--- src/rtl/uart_pkg.sv ---
// Shared definitions for the UART-to-74HC595 shift-out path: FSM state
// encoding and the shift-clock half-period helper.
package uart_pkg;

  typedef enum logic [1:0] {
    ST_IDLE  = 2'd0,
    ST_SETUP = 2'd1,
    ST_HIGH  = 2'd2,
    ST_LATCH = 2'd3
  } state_t;

  localparam int BYTE_W = 8;

  // Half period of the shift clock in system clocks, never below one cycle.
  function automatic int calc_half(input int clk_freq, input int shift_freq);
    int h;
    h = clk_freq / (2 * shift_freq);
    return (h < 1) ? 1 : h;
  endfunction

endpackage

--- src/rtl/byte_fifo.sv ---
// Small byte FIFO with wrapping pointers and an occupancy count.
// Read data is presented combinationally so a pop can consume it the same cycle.
module byte_fifo
  import uart_pkg::*;
#(
  parameter int DEPTH = 4
) (
  input  logic              clk,
  input  logic              reset,
  input  logic              push,
  input  logic              pop,
  input  logic [BYTE_W-1:0] din,
  output logic [BYTE_W-1:0] dout,
  output logic              full,
  output logic              empty
);

  localparam int AW = (DEPTH > 1) ? $clog2(DEPTH) : 1;
  localparam int CW = $clog2(DEPTH + 1);
  localparam logic [CW-1:0] DEPTH_C = CW'(DEPTH);

  logic [BYTE_W-1:0] mem [DEPTH];
  logic [AW-1:0]     wr_ptr_reg;
  logic [AW-1:0]     rd_ptr_reg;
  logic [CW-1:0]     count_reg;
  logic              do_push;
  logic              do_pop;

  assign full    = (count_reg == DEPTH_C);
  assign empty   = (count_reg == '0);
  assign do_pop  = pop && !empty;
  // A push into a full FIFO is only legal when a pop frees the slot this cycle.
  assign do_push = push && (!full || do_pop);
  assign dout    = mem[rd_ptr_reg];

  always_ff @(posedge clk) begin
    if (do_push) begin
      mem[wr_ptr_reg] <= din;
    end
  end

  // Depth is a power of two, so pointers wrap by plain overflow.
  always_ff @(posedge clk or posedge reset) begin
    if (reset) begin
      wr_ptr_reg <= '0;
      rd_ptr_reg <= '0;
      count_reg  <= '0;
    end else begin
      if (do_push) begin
        wr_ptr_reg <= wr_ptr_reg + 1'b1;
      end
      if (do_pop) begin
        rd_ptr_reg <= rd_ptr_reg + 1'b1;
      end
      case ({do_push, do_pop})
        2'b10:   count_reg <= count_reg + 1'b1;
        2'b01:   count_reg <= count_reg - 1'b1;
        default: count_reg <= count_reg;
      endcase
    end
  end

endmodule

--- src/rtl/uart_shift_out.sv ---
// Buffers bytes from a UART receiver and shifts each one MSB first into a
// 74HC595, finishing with a storage-register latch pulse.
module uart_shift_out
  import uart_pkg::*;
#(
  parameter int CLK_FREQ   = 27_000_000,
  parameter int SHIFT_FREQ = 1_000_000,
  parameter int FIFO_DEPTH = 4
) (
  input  logic              clk,
  input  logic              reset,
  input  logic              in_valid,
  input  logic [BYTE_W-1:0] in_data,
  output logic              data_out,
  output logic              clk_out,
  output logic              latch,
  output logic              busy,
  output logic              overflow
);

  localparam int HALF = calc_half(CLK_FREQ, SHIFT_FREQ);
  localparam int TW   = (HALF > 1) ? $clog2(HALF) : 1;
  localparam logic [TW-1:0] TIMER_LAST = TW'(HALF - 1);

  state_t            state_reg, state_next;
  logic [TW-1:0]     timer_reg, timer_next;
  logic [2:0]        bit_cnt_reg, bit_cnt_next;
  logic [BYTE_W-1:0] sr_reg, sr_next;
  logic              data_out_reg, data_out_next;
  logic              clk_out_reg, clk_out_next;
  logic              latch_reg, latch_next;
  logic              overflow_reg;

  logic              fifo_push;
  logic              fifo_pop;
  logic              fifo_full;
  logic              fifo_empty;
  logic [BYTE_W-1:0] fifo_dout;
  logic              timer_expired;

  assign fifo_push = in_valid && (!fifo_full || fifo_pop);

  byte_fifo #(
    .DEPTH(FIFO_DEPTH)
  ) u_fifo (
    .clk  (clk),
    .reset(reset),
    .push (fifo_push),
    .pop  (fifo_pop),
    .din  (in_data),
    .dout (fifo_dout),
    .full (fifo_full),
    .empty(fifo_empty)
  );

  assign timer_expired = (timer_reg == TIMER_LAST);

  always_comb begin
    state_next    = state_reg;
    timer_next    = timer_reg + 1'b1;
    bit_cnt_next  = bit_cnt_reg;
    sr_next       = sr_reg;
    data_out_next = data_out_reg;
    fifo_pop      = 1'b0;

    unique case (state_reg)
      ST_IDLE: begin
        timer_next = '0;
        if (!fifo_empty) begin
          fifo_pop      = 1'b1;
          sr_next       = fifo_dout;
          bit_cnt_next  = 3'd7;
          data_out_next = fifo_dout[BYTE_W-1];
          state_next    = ST_SETUP;
        end
      end
      ST_SETUP: begin
        if (timer_expired) begin
          timer_next = '0;
          state_next = ST_HIGH;
        end
      end
      ST_HIGH: begin
        if (timer_expired) begin
          timer_next = '0;
          if (bit_cnt_reg == 3'd0) begin
            state_next = ST_LATCH;
          end else begin
            // New data bit is presented on the same edge that drops clk_out.
            sr_next       = sr_reg << 1;
            bit_cnt_next  = bit_cnt_reg - 1'b1;
            data_out_next = sr_reg[BYTE_W-2];
            state_next    = ST_SETUP;
          end
        end
      end
      ST_LATCH: begin
        if (timer_expired) begin
          timer_next = '0;
          state_next = ST_IDLE;
        end
      end
      default: begin
        timer_next = '0;
        state_next = ST_IDLE;
      end
    endcase

    clk_out_next = (state_next == ST_HIGH);
    latch_next   = (state_next == ST_LATCH);
  end

  always_ff @(posedge clk or posedge reset) begin
    if (reset) begin
      state_reg    <= ST_IDLE;
      timer_reg    <= '0;
      bit_cnt_reg  <= '0;
      sr_reg       <= '0;
      data_out_reg <= 1'b0;
      clk_out_reg  <= 1'b0;
      latch_reg    <= 1'b0;
      overflow_reg <= 1'b0;
    end else begin
      state_reg    <= state_next;
      timer_reg    <= timer_next;
      bit_cnt_reg  <= bit_cnt_next;
      sr_reg       <= sr_next;
      data_out_reg <= data_out_next;
      clk_out_reg  <= clk_out_next;
      latch_reg    <= latch_next;
      // Sticky: set only when a byte is genuinely lost.
      if (in_valid && fifo_full && !fifo_pop) begin
        overflow_reg <= 1'b1;
      end
    end
  end

  assign data_out = data_out_reg;
  assign clk_out  = clk_out_reg;
  assign latch    = latch_reg;
  assign overflow = overflow_reg;
  assign busy     = !fifo_empty || (state_reg != ST_IDLE);

endmodule
--- config.mk ---
export PLATFORM = sky130hd
export DESIGN_NAME = uart_shift_out
export DESIGN_NICKNAME = d
export VERILOG_FILES = /design/src/rtl/uart_pkg.sv /design/src/rtl/byte_fifo.sv /design/src/rtl/uart_shift_out.sv
export SDC_FILE = /design/constraint.sdc
export NUM_CORES = 1
export LEC_CHECK = 0
export CORE_UTILIZATION = 45
export CTS_CLUSTER_SIZE = 14
export DETAILED_ROUTE_END_ITERATION = 6
export DONT_BUFFER_PORTS = 1
export PLACE_DENSITY = 0.7
export SYNTH_ARGS = -nofsm -noshare
export SYNTH_HDL_FRONTEND = slang
export SYNTH_SLANG_ARGS = --single-unit
--- constraint.sdc ---
create_clock -name clk -period 3.8 [get_ports clk]
set_clock_uncertainty 0.05 [all_clocks]
set_input_delay 0.38 -clock clk [delete_from_list [all_inputs] [get_ports clk]]
set_output_delay 0.38 -clock clk [all_outputs]
set_load 0.01 [all_outputs]
After elaboration in Yosys (flattened, before gate mapping)

Memories as Yosys holds them, arrays and structs flattened.
Cells that the tools add are included.
Widths: inputs -> output; s select.

$add $sub $neg: 6
Equal/unequal tests: 12
Muxes and demuxes: 25
Reductions and logical operators: 19

Operators by type and width:

| cell                | number |
|---|---|
| $mux 7              | 3 |
| $pmux 7 s2          | 1 |
| $pmux 3 s2          | 2 |
| $eq 2x2->1 const B  | 5 |
| $mux 2              | 5 |
| $mux 3              | 3 |
| $pmux 2 s4          | 1 |
| $pmux 4 s2          | 1 |
| $mux 1              | 7 |
| $logic_not 3->1     | 2 |
| $ne 2x2->1 const B  | 3 |
| $reduce_bool 2->1   | 3 |
| $sub 3x1->3 const B | 2 |
| $logic_and 1x1->1   | 5 |
| $add 2x1->2 const B | 2 |
| $add 4x1->4 const B | 1 |
| $eq 2x1->1 const B  | 2 |
| $eq 4x4->1 const B  | 1 |
| $mux 4              | 1 |
| $reduce_and 4->1    | 1 |
| $add 3x1->3 const B | 1 |
| $eq 3x3->1 const B  | 1 |
| $logic_not 1->1     | 3 |
| $logic_or 1x1->1    | 3 |
| other kinds (3)     | 3 |

Bits in registers: 27
Memory bits (writable): 32
Bits of input ports: 11
Memories kept: 1

Memory list:

| memory     | depth | width | read ports | clocked after Yosys merged registers in | wr ports | line            | text |
|---|---|---|---|---|---|---|---|
| u_fifo.mem | 4     | 8     | 1          | 0                                       | 1        | byte_fifo.sv:22 | `logic [BYTE_W-1:0] mem [DEPTH];` |

Depth between registers and ports, before layout

Gate-level depths: netlist of the first run.

Word-level depth: 8
Gate-level depth with buffers: 11
Depth with buffers taken out: 10

Hierarchy

Synthesis of the first run repeated with hierarchy kept, for this count alone.

Cell total of the unflattened synthesis: 175
Area, all modules: 2610.0 um^2

By module, submodules not included:

| module         | instances | cells an instance | area an instance (um^2) | sequential area each (um^2) |
|---|---|---|---|---|
| byte_fifo      | 1         | 81                | 1591.5                  | 1136.1 |
| uart_shift_out | 1         | 94                | 1018.5                  | 500.5 |

Worst setup path before layout of the first run

OpenSTA, ideal clock, no wires.

Path type: register -> register
Start: reg state_reg[1]
End: reg u_fifo.count_reg[2]
Library setup time: 79 ps
Data arrival time: 2153 ps
Required time: 3671 ps
Path slack: 1518 ps
Stages on the path, launching flop included: 12
Path buffers: 2
Period minus slack after synthesis: 2282 ps
Path through: dfrtp_1 -> or2_0 -> buf_4 -> or2_1 -> buf_6 -> inv_6 -> ha_1 -> inv_1 -> fa_1 -> xor2_1 -> nor2_1 -> xor2_1

Cells in the longest elaborated chain, start to end: 7
Elaborated cells between the ends (all ways): 11
Classes of those cells: 2 x eq/ne; 2 x mux; 7 x reduce/logical

Ends and longest elaborated chain:

| item                                            | line                  | text |
|---|---|---|
| start: declaration                              | uart_shift_out.sv:25  | `state_t state_reg, state_next;` |
| start signal: assignment                        | uart_shift_out.sv:124 | `state_reg <= state_next;` |
| $logic_not 2->1 (*)                             | uart_shift_out.sv:66  | `unique case (state_reg)` |
| $mux 1 (*)                                      | uart_shift_out.sv:66  |  |
| $logic_and 1x1->1 (*)                           | byte_fifo.sv:31       | `assign do_pop = pop && !empty;` |
| via u_fifo.do_pop                               | byte_fifo.sv:27       | `logic do_pop;` |
| $logic_or 1x1->1                                | byte_fifo.sv:33       | `assign do_push = push && (!full \|\| do_pop);` |
| $logic_and 1x1->1                               | byte_fifo.sv:33       |  |
| $eq 2x1->1 or $eq 2x2->1 (tied branches)        | byte_fifo.sv:55       | `case ({do_push, do_pop})` |
| $pmux 3 s2 or $reduce_bool 2->1 (tied branches) | n/a                   |  |
| end signal: assignment                          | byte_fifo.sv:56       | `2'b10: count_reg <= count_reg + 1'b1;` |
| end signal: assignment                          | byte_fifo.sv:57       | `2'b01: count_reg <= count_reg - 1'b1;` |
| end signal: assignment                          | byte_fifo.sv:58       | `default: count_reg <= count_reg;` |
| end: declaration                                | byte_fifo.sv:25       | `logic [CW-1:0] count_reg;` |

Mark *: on every way through the listed nets, which the timed path passes. The rest lies on a longest branch.
A chain may end at the register's enable or synchronous reset.

Worst setup path after layout of the first run

Same ends and word-level chain as after synthesis.

==> run metrics, run 1 <==
Resize count post-CTS=0; fraction of final layout cells with drive strength greater than 1=15.6%; Final Net Count=202; number of iterations in the first detailed-routing pass=4; number of placement rows=27; startpoint of the worst hold path=in_data[0]; WP data required=4.00 ns; Setup crit start kind=flip-flop; post-synthesis instance total=176; Inserted Clock Buffers=9; Hold Path End=u_fifo.mem[2][0]$_DFFE_PP_; critical path class=flip-flop to flip-flop; post-detailed-route count of antenna-violating nets=0; antenna violations before repair=0; worst reg-to-reg path cell count=9; post-synthesis sequential element count=59; highest ir drop seen on vdd=0.275 mV; average size of a mapped cell=14.5 µm²; clock tree from TritonCTS=done; capturing point of the worst reg2reg path=u_fifo.count_reg[2]$_DFFE_PP0P_; hold buffer count at cts=0; Synth Cell Area=2550 µm²; height of the die=77.3 µm; status=completed; total of fill cells in the finished design=471; share of synthesized registers carrying an async set or reset=45.8%; data arrival at the endpoint of the critical path=2.76 ns; vias per cell=5.16; per-cell routed wire length=15.8 µm; setup repair bufs after CTS=0; Port Buffer Count=0; Synth Net Count=197; source-to-sink clock delay at the later pin of the worst-skew pair=0.33 ns; placed wire-length estimate=2890 µm; fmax=0.390 GHz; Detailed Route WL=4080 µm; RSZ-0062 raised after global routing=false; origin of the critical flop-to-flop path=state_reg[1]$_DFF_PP0_; Static Leakage=1.07 nW; setup slack on the worst flop-to-flop path=1.24 ns; EDFF count, synth=32; area of the core=5470 µm²; final estimated routing congestion in global placement=0.739; CP max FO=7; layout overhead on the synthesized area=7.66%; Clock Pin Slew Worst Setup and Hold Paths=0.07 ns; Die X=77.3 µm; worst hold path depth=0; total number of H-tree levels=3; floorplan die area=5970 µm²; DRC=0; leading cell types in the layout, fill and taps excluded=sky130_fd_sc_hd__edfxtp_1 (32), sky130_fd_sc_hd__dfrtp_1 (27), sky130_fd_sc_hd__nor2_1 (17); Post-Route Setup TNS=0 ns; overall global routing resource usage=15.8%; count of distinct cell types in the synthesized netlist=38; power per unit of standard cell area=547 nW/µm²; antenna cells=0; headroom to the max-slew limit=34.2%; gr ovfl total=0; category of the worst setup path capture point=flip-flop; maximum number of pins on one net before global-route repair=28; Final Cell Area=2740 µm²; Initial Util=46.6%; clock tree buffer depth=2; total via count in the routed design=1331; final hold violation count=0; First DRT Iteration DRCs=80; count of endpoints failing setup in the final report=0; most area-hungry cell type in the Yosys netlist=sky130_fd_sc_hd__edfxtp_1; clock tree root buffer cell=sky130_fd_sc_hd__clkbuf_8; Worst Setup SP=state_reg[1]$_DFF_PP0_; total count of max-transition violations in the final report=0; Final min period=2.56 ns; most frequent standard cell in the layout excluding fill and tap cells=sky130_fd_sc_hd__edfxtp_1; final clock period utilization by the worst path=67.5%; proportion of synthesized chip area in sequential cells=64.2%; Placed Instance Area=2580 µm²; number of maximum-capacitance violations=0; worst hold-check path type=primary input to flip-flop; transition time of the tightest slew-check pin=0.986 ns; Yosys warning count=0; # IOs=16; Clock Sinks=59; first-pass GRT wire length=6830 µm; number of global-route vias before repair=1409; post-synth top area share=37.7%; ys flop type=sky130_fd_sc_hd__edfxtp_1; leading cell types by total area after synthesis=sky130_fd_sc_hd__edfxtp_1 (38%), sky130_fd_sc_hd__dfrtp_1 (27%), sky130_fd_sc_hd__mux4_2 (7.1%); number of flip-flops in the largest register=32
## metrics by stage
step           hold slack (ns)  std cells  utilization (%)  power, mW  setup slack [ns]
5_1_grt                 0.0678        258             50.1       1.58              1.10
4_1_cts                 0.0717        258             50.1       1.52              1.25
6_report                0.0882        258             50.1       1.50              1.24
2_1_floorplan            0.383        176                -      0.991              1.52
3_3_place_gp             0.415        242             47.2       1.03              1.40
3_5_place_dp             0.429        242             47.2       1.06              1.27
## synthesized netlist by cell type, drive strengths merged, types with 3 or more instances
library cell and number:
dfrtp 27, nor2 17, ha 9, a31oi 6, mux4 8, buf 5
a21oi 4, nand2 13, and3 5, nand3 3, xnor2 5, xor2 3
inv 15, edfxtp 32
## critical path: stages, from the launching register on
cell and delay (ns):
sky130_fd_sc_hd__dfrtp_1 0.44, sky130_fd_sc_hd__or2_0 0.40, sky130_fd_sc_hd__or2_1 0.42, sky130_fd_sc_hd__inv_6 0.11, sky130_fd_sc_hd__ha_1 0.18, sky130_fd_sc_hd__inv_1 0.06, sky130_fd_sc_hd__fa_1 0.37, sky130_fd_sc_hd__xor2_1 0.16
sky130_fd_sc_hd__nor2_1 0.13, sky130_fd_sc_hd__xor2_1 0.16
## routing by layer
| layer | vias up | share of wire [%] | wire length, µm | track usage, % |
|---|---|---|---|---|
| li1 | 628 | - | - | - |
| met1 | 667 | 42 | 1730 | 18.9 |
| met2 | 31 | 53 | 2160 | 25.5 |
| met3 | 5 | 3.8 | 155 | 4.29 |
| met4 | 0 | 0.76 | 31 | 9.62 |
| met5 | - | 0 | 0 | 0 |
## worst max path at each step
stage | slack [ns] | cells past startpoint | endpoint
2_1_floorplan | 1.52 | 11 | u_fifo.count_reg[2]$_DFFE_PP0P_
3_3_place_gp | 1.40 | 9 | u_fifo.count_reg[2]$_DFFE_PP0P_
3_5_place_dp | 1.27 | 9 | u_fifo.count_reg[2]$_DFFE_PP0P_
4_1_cts | 1.25 | 9 | u_fifo.count_reg[2]$_DFFE_PP0P_
5_1_grt | 1.10 | 10 | u_fifo.count_reg[2]$_DFFE_PP0P_
6_report | 1.24 | 9 | u_fifo.count_reg[2]$_DFFE_PP0P_
## cell families after synthesis
kind of cell,synth area share (%)
xor+xnor,2.75
fa+ha+maj,5.20
mux,8.35
buf+inv,4.61
compound gates,5.25
flops,64.2
simple gates,9.62
## area by class of cell
cell class	instances	area (µm²)	area share (%)
Sequential cell	59	1640	59.6
Clock buffer	10	128	4.65
Clock inverter	6	33.8	1.23
Inverter	15	61.3	2.23
Multi-Input combinational cell	96	795	29.0
Tap cell	72	90.1	3.28
## where the power goes
part,switching [mW],internal [mW]
Clock,0.234,0.230
Combinational,0.118,0.0836
Sequential,0.0496,0.787
Power figures use the tool's default switching activity.
==> inputs of run 2 (changes only) <==
clock period = 2.7 ns   (was 3.8 ns; I/O delays follow)
==> run 2 against run 1 <==
Against the previous run: global-route usage rose by 0.92 points; sequential share of layout area is 3.1 points lower; largest cell class unchanged; clock power increased by 93%; routed wire length increased by 5.4%; sequential power rose by 41%; flip-flop and latch count unchanged; register-to-register slack worse by 0.94 ns; worst hold slack lost 0.072 ns; largest power group unchanged; maximum frequency is 6.8% higher; setup slack got worse by 0.94 ns; critical path depth up 2.
==> run metrics, run 2 (synthesized netlist as in run 1, its figures left out) <==
WP data required=2.91 ns; clock tree from TritonCTS=done; Die X=77.3 µm; gr ovfl total=0; internal portion of total power=1.78 mW; power per unit of standard cell area=820 nW/µm²; count of endpoints failing setup in the final report=0; antenna cells=0; Placed Cells incl. Taps=243; post-detailed-route count of antenna-violating nets=0; Setup crit start kind=flip-flop; Final Net Count=211; critical path class=flip-flop to flip-flop; floorplan die area=5970 µm²; capturing point of the worst reg2reg path=u_fifo.count_reg[2]$_DFFE_PP0P_; vias per cell=5.26; most frequent standard cell in the layout excluding fill and tap cells=sky130_fd_sc_hd__edfxtp_1; clock tree buffer depth=2; area of the core=5470 µm²; Detailed Route WL=4300 µm; worst reg-to-reg path cell count=11; origin of the critical flop-to-flop path=state_reg[0]$_DFF_PP0_; number of placement rows=27; clock tree root buffer cell=sky130_fd_sc_hd__clkbuf_8; final hold violation count=0; worst hold-check path type=primary input to async pin; overall global routing resource usage=16.7%; transition time of the tightest slew-check pin=1.03 ns; Inserted Clock Buffers=9; fraction of final layout cells with drive strength greater than 1=15.9%; switching power summed over all nets=0.600 mW; number of global-route vias before repair=1500; final clock period utilization by the worst path=88.9%; final estimated routing congestion in global placement=0.777; number of iterations in the first detailed-routing pass=4; fraction of power consumed by the clock network=37.8%; sequential cell fraction of total power=49.6%; utilization after layout=52.9%; setup repair bufs after CTS=0; CP max FO=6; Largest stage delay, worst path=0.44 ns; per-cell routed wire length=16.1 µm; number of flip-flops in the largest register=32; Port Buffer Count=0; Clock Pin Slew Worst Setup and Hold Paths=0.07 ns; layout overhead on the synthesized area=13.6%; combinational group share of total power=12.7%; source-to-sink clock delay at the later pin of the worst-skew pair=0.34 ns; number of maximum-capacitance violations=0; Final min period=2.40 ns; critical-path cell list=or2_0, buf_4, nand3_1, and2_4, inv_1, ha_1, inv_1, fa_1, xor2_1, nor2_1, xor2_1; non-filler instance count after layout=267; sw frac=25.2%; data arrival at the endpoint of the critical path=2.61 ns; DRC=0; Worst Setup SP=state_reg[0]$_DFF_PP0_; Post-Route Setup TNS=0 ns; height of the die=77.3 µm; highest ir drop seen on vdd=0.432 mV; status=completed; total count of max-transition violations in the final report=0; Static Leakage=1.14 nW; total via count in the routed design=1404; first-pass GRT wire length=7210 µm; # IOs=16; placed wire-length estimate=2930 µm; RSZ-0062 raised after global routing=false; fmax=0.417 GHz; category of the worst setup path capture point=flip-flop; maximum number of pins on one net before global-route repair=28; combined buffer and inverter count along the critical path=3; setup slack on the worst flop-to-flop path=0.30 ns; leading cell types in the layout, fill and taps excluded=sky130_fd_sc_hd__edfxtp_1 (32), sky130_fd_sc_hd__dfrtp_1 (27), sky130_fd_sc_hd__nor2_1 (17); Critical Path Slowest Stage Cell=sky130_fd_sc_hd__dfrtp_1; family of cells with the greatest summed delay on the critical path=simple AND/OR/NAND/NOR gates; total of fill cells in the finished design=458; Initial Util=46.6%; Clock Sinks=59; First DRT Iteration DRCs=100; total number of H-tree levels=3; headroom to the max-slew limit=31.5%; antenna violations before repair=0
## run 2: changes by cell type in the layout (fill, tap and decap cells not counted), sizes merged
cell and change:
clkinvlp -1, buf +1, clkinv -1, bufinv +2, dlygate4sd3 +8
## run 2: worst max-delay path by stage
stage	to	cells after the start
finish	u_fifo.count_reg[2]$_DFFE_PP0P_	11
global route	u_fifo.count_reg[2]$_DFFE_PP0P_	11
CTS	u_fifo.count_reg[2]$_DFFE_PP0P_	11
detailed placement	u_fifo.count_reg[2]$_DFFE_PP0P_	11
global placement	u_fifo.count_reg[2]$_DFFE_PP0P_	9
floorplan	u_fifo.count_reg[2]$_DFFE_PP0P_	11
## run 2: layout make-up
| type | instances | area (µm²) | area share [%] |
|---|---|---|---|
| flip-flops and latches | 59 | 1640 | 56.5 |
| multi-input cells | 96 | 795 | 27.4 |
| clock buffers | 10 | 138 | 4.75 |
| well taps | 72 | 90.1 | 3.11 |
| clock inverters | 6 | 88.8 | 3.07 |
| repair buffers | 9 | 87.6 | 3.02 |
| inverters | 15 | 61.3 | 2.12 |
## run 2: worst reg2reg max path: cells and delay by family (launching register included)
family / cells / cell delay [ns]
XOR/XNOR: 2 / 0.30
AND/OR/NAND/NOR: 4 / 0.66
buffers and inverters: 3 / 0.29
adder cells (fa/ha/maj): 2 / 0.56
flip-flops: 1 / 0.44
## run 2: metal layers
layer | vias up | global-route usage [%] | routed length, µm
met2 | 21 | 27.9 | 2230
met1 | 722 | 18.8 | 1790
met4 | 0 | 7.36 | 102
met5 | - | 0 | 0
met3 | 9 | 6.79 | 172
li1 | 652 | - | -
## run 2: repair_timing
action                    in CTS  in global routing
hold endpoints to repair      32                  0
hold buffers                   8                  0
gates resized for setup        0                  0
## run 2: through the flow
| stage | setup WS [ns] | power, mW | hold WS [ns] | area (µm²) |
|---|---|---|---|---|
| after detailed placement | 0.351 | 1.49 | 0.319 | 2590 |
| after global placement | 0.471 | 1.45 | 0.319 | 2590 |
| after floorplan | 0.418 | 1.40 | 0.273 | 2550 |
| final | 0.299 | 2.38 | 0.0167 | 2900 |
| after CTS | 0.305 | 2.39 | 0.0349 | 2900 |
| after global routing | 0.109 | 2.48 | 0.0648 | 2900 |
## run 2: power by group through the flow
stage | Sequential [mW] | Combinational (mW) | Clock, mW
detailed placement | 1.20 | 0.288 | 0
global route | 1.19 | 0.338 | 0.952
CTS | 1.18 | 0.306 | 0.908
global placement | 1.18 | 0.269 | 0
floorplan | 1.18 | 0.219 | 0
finish | 1.18 | 0.301 | 0.897
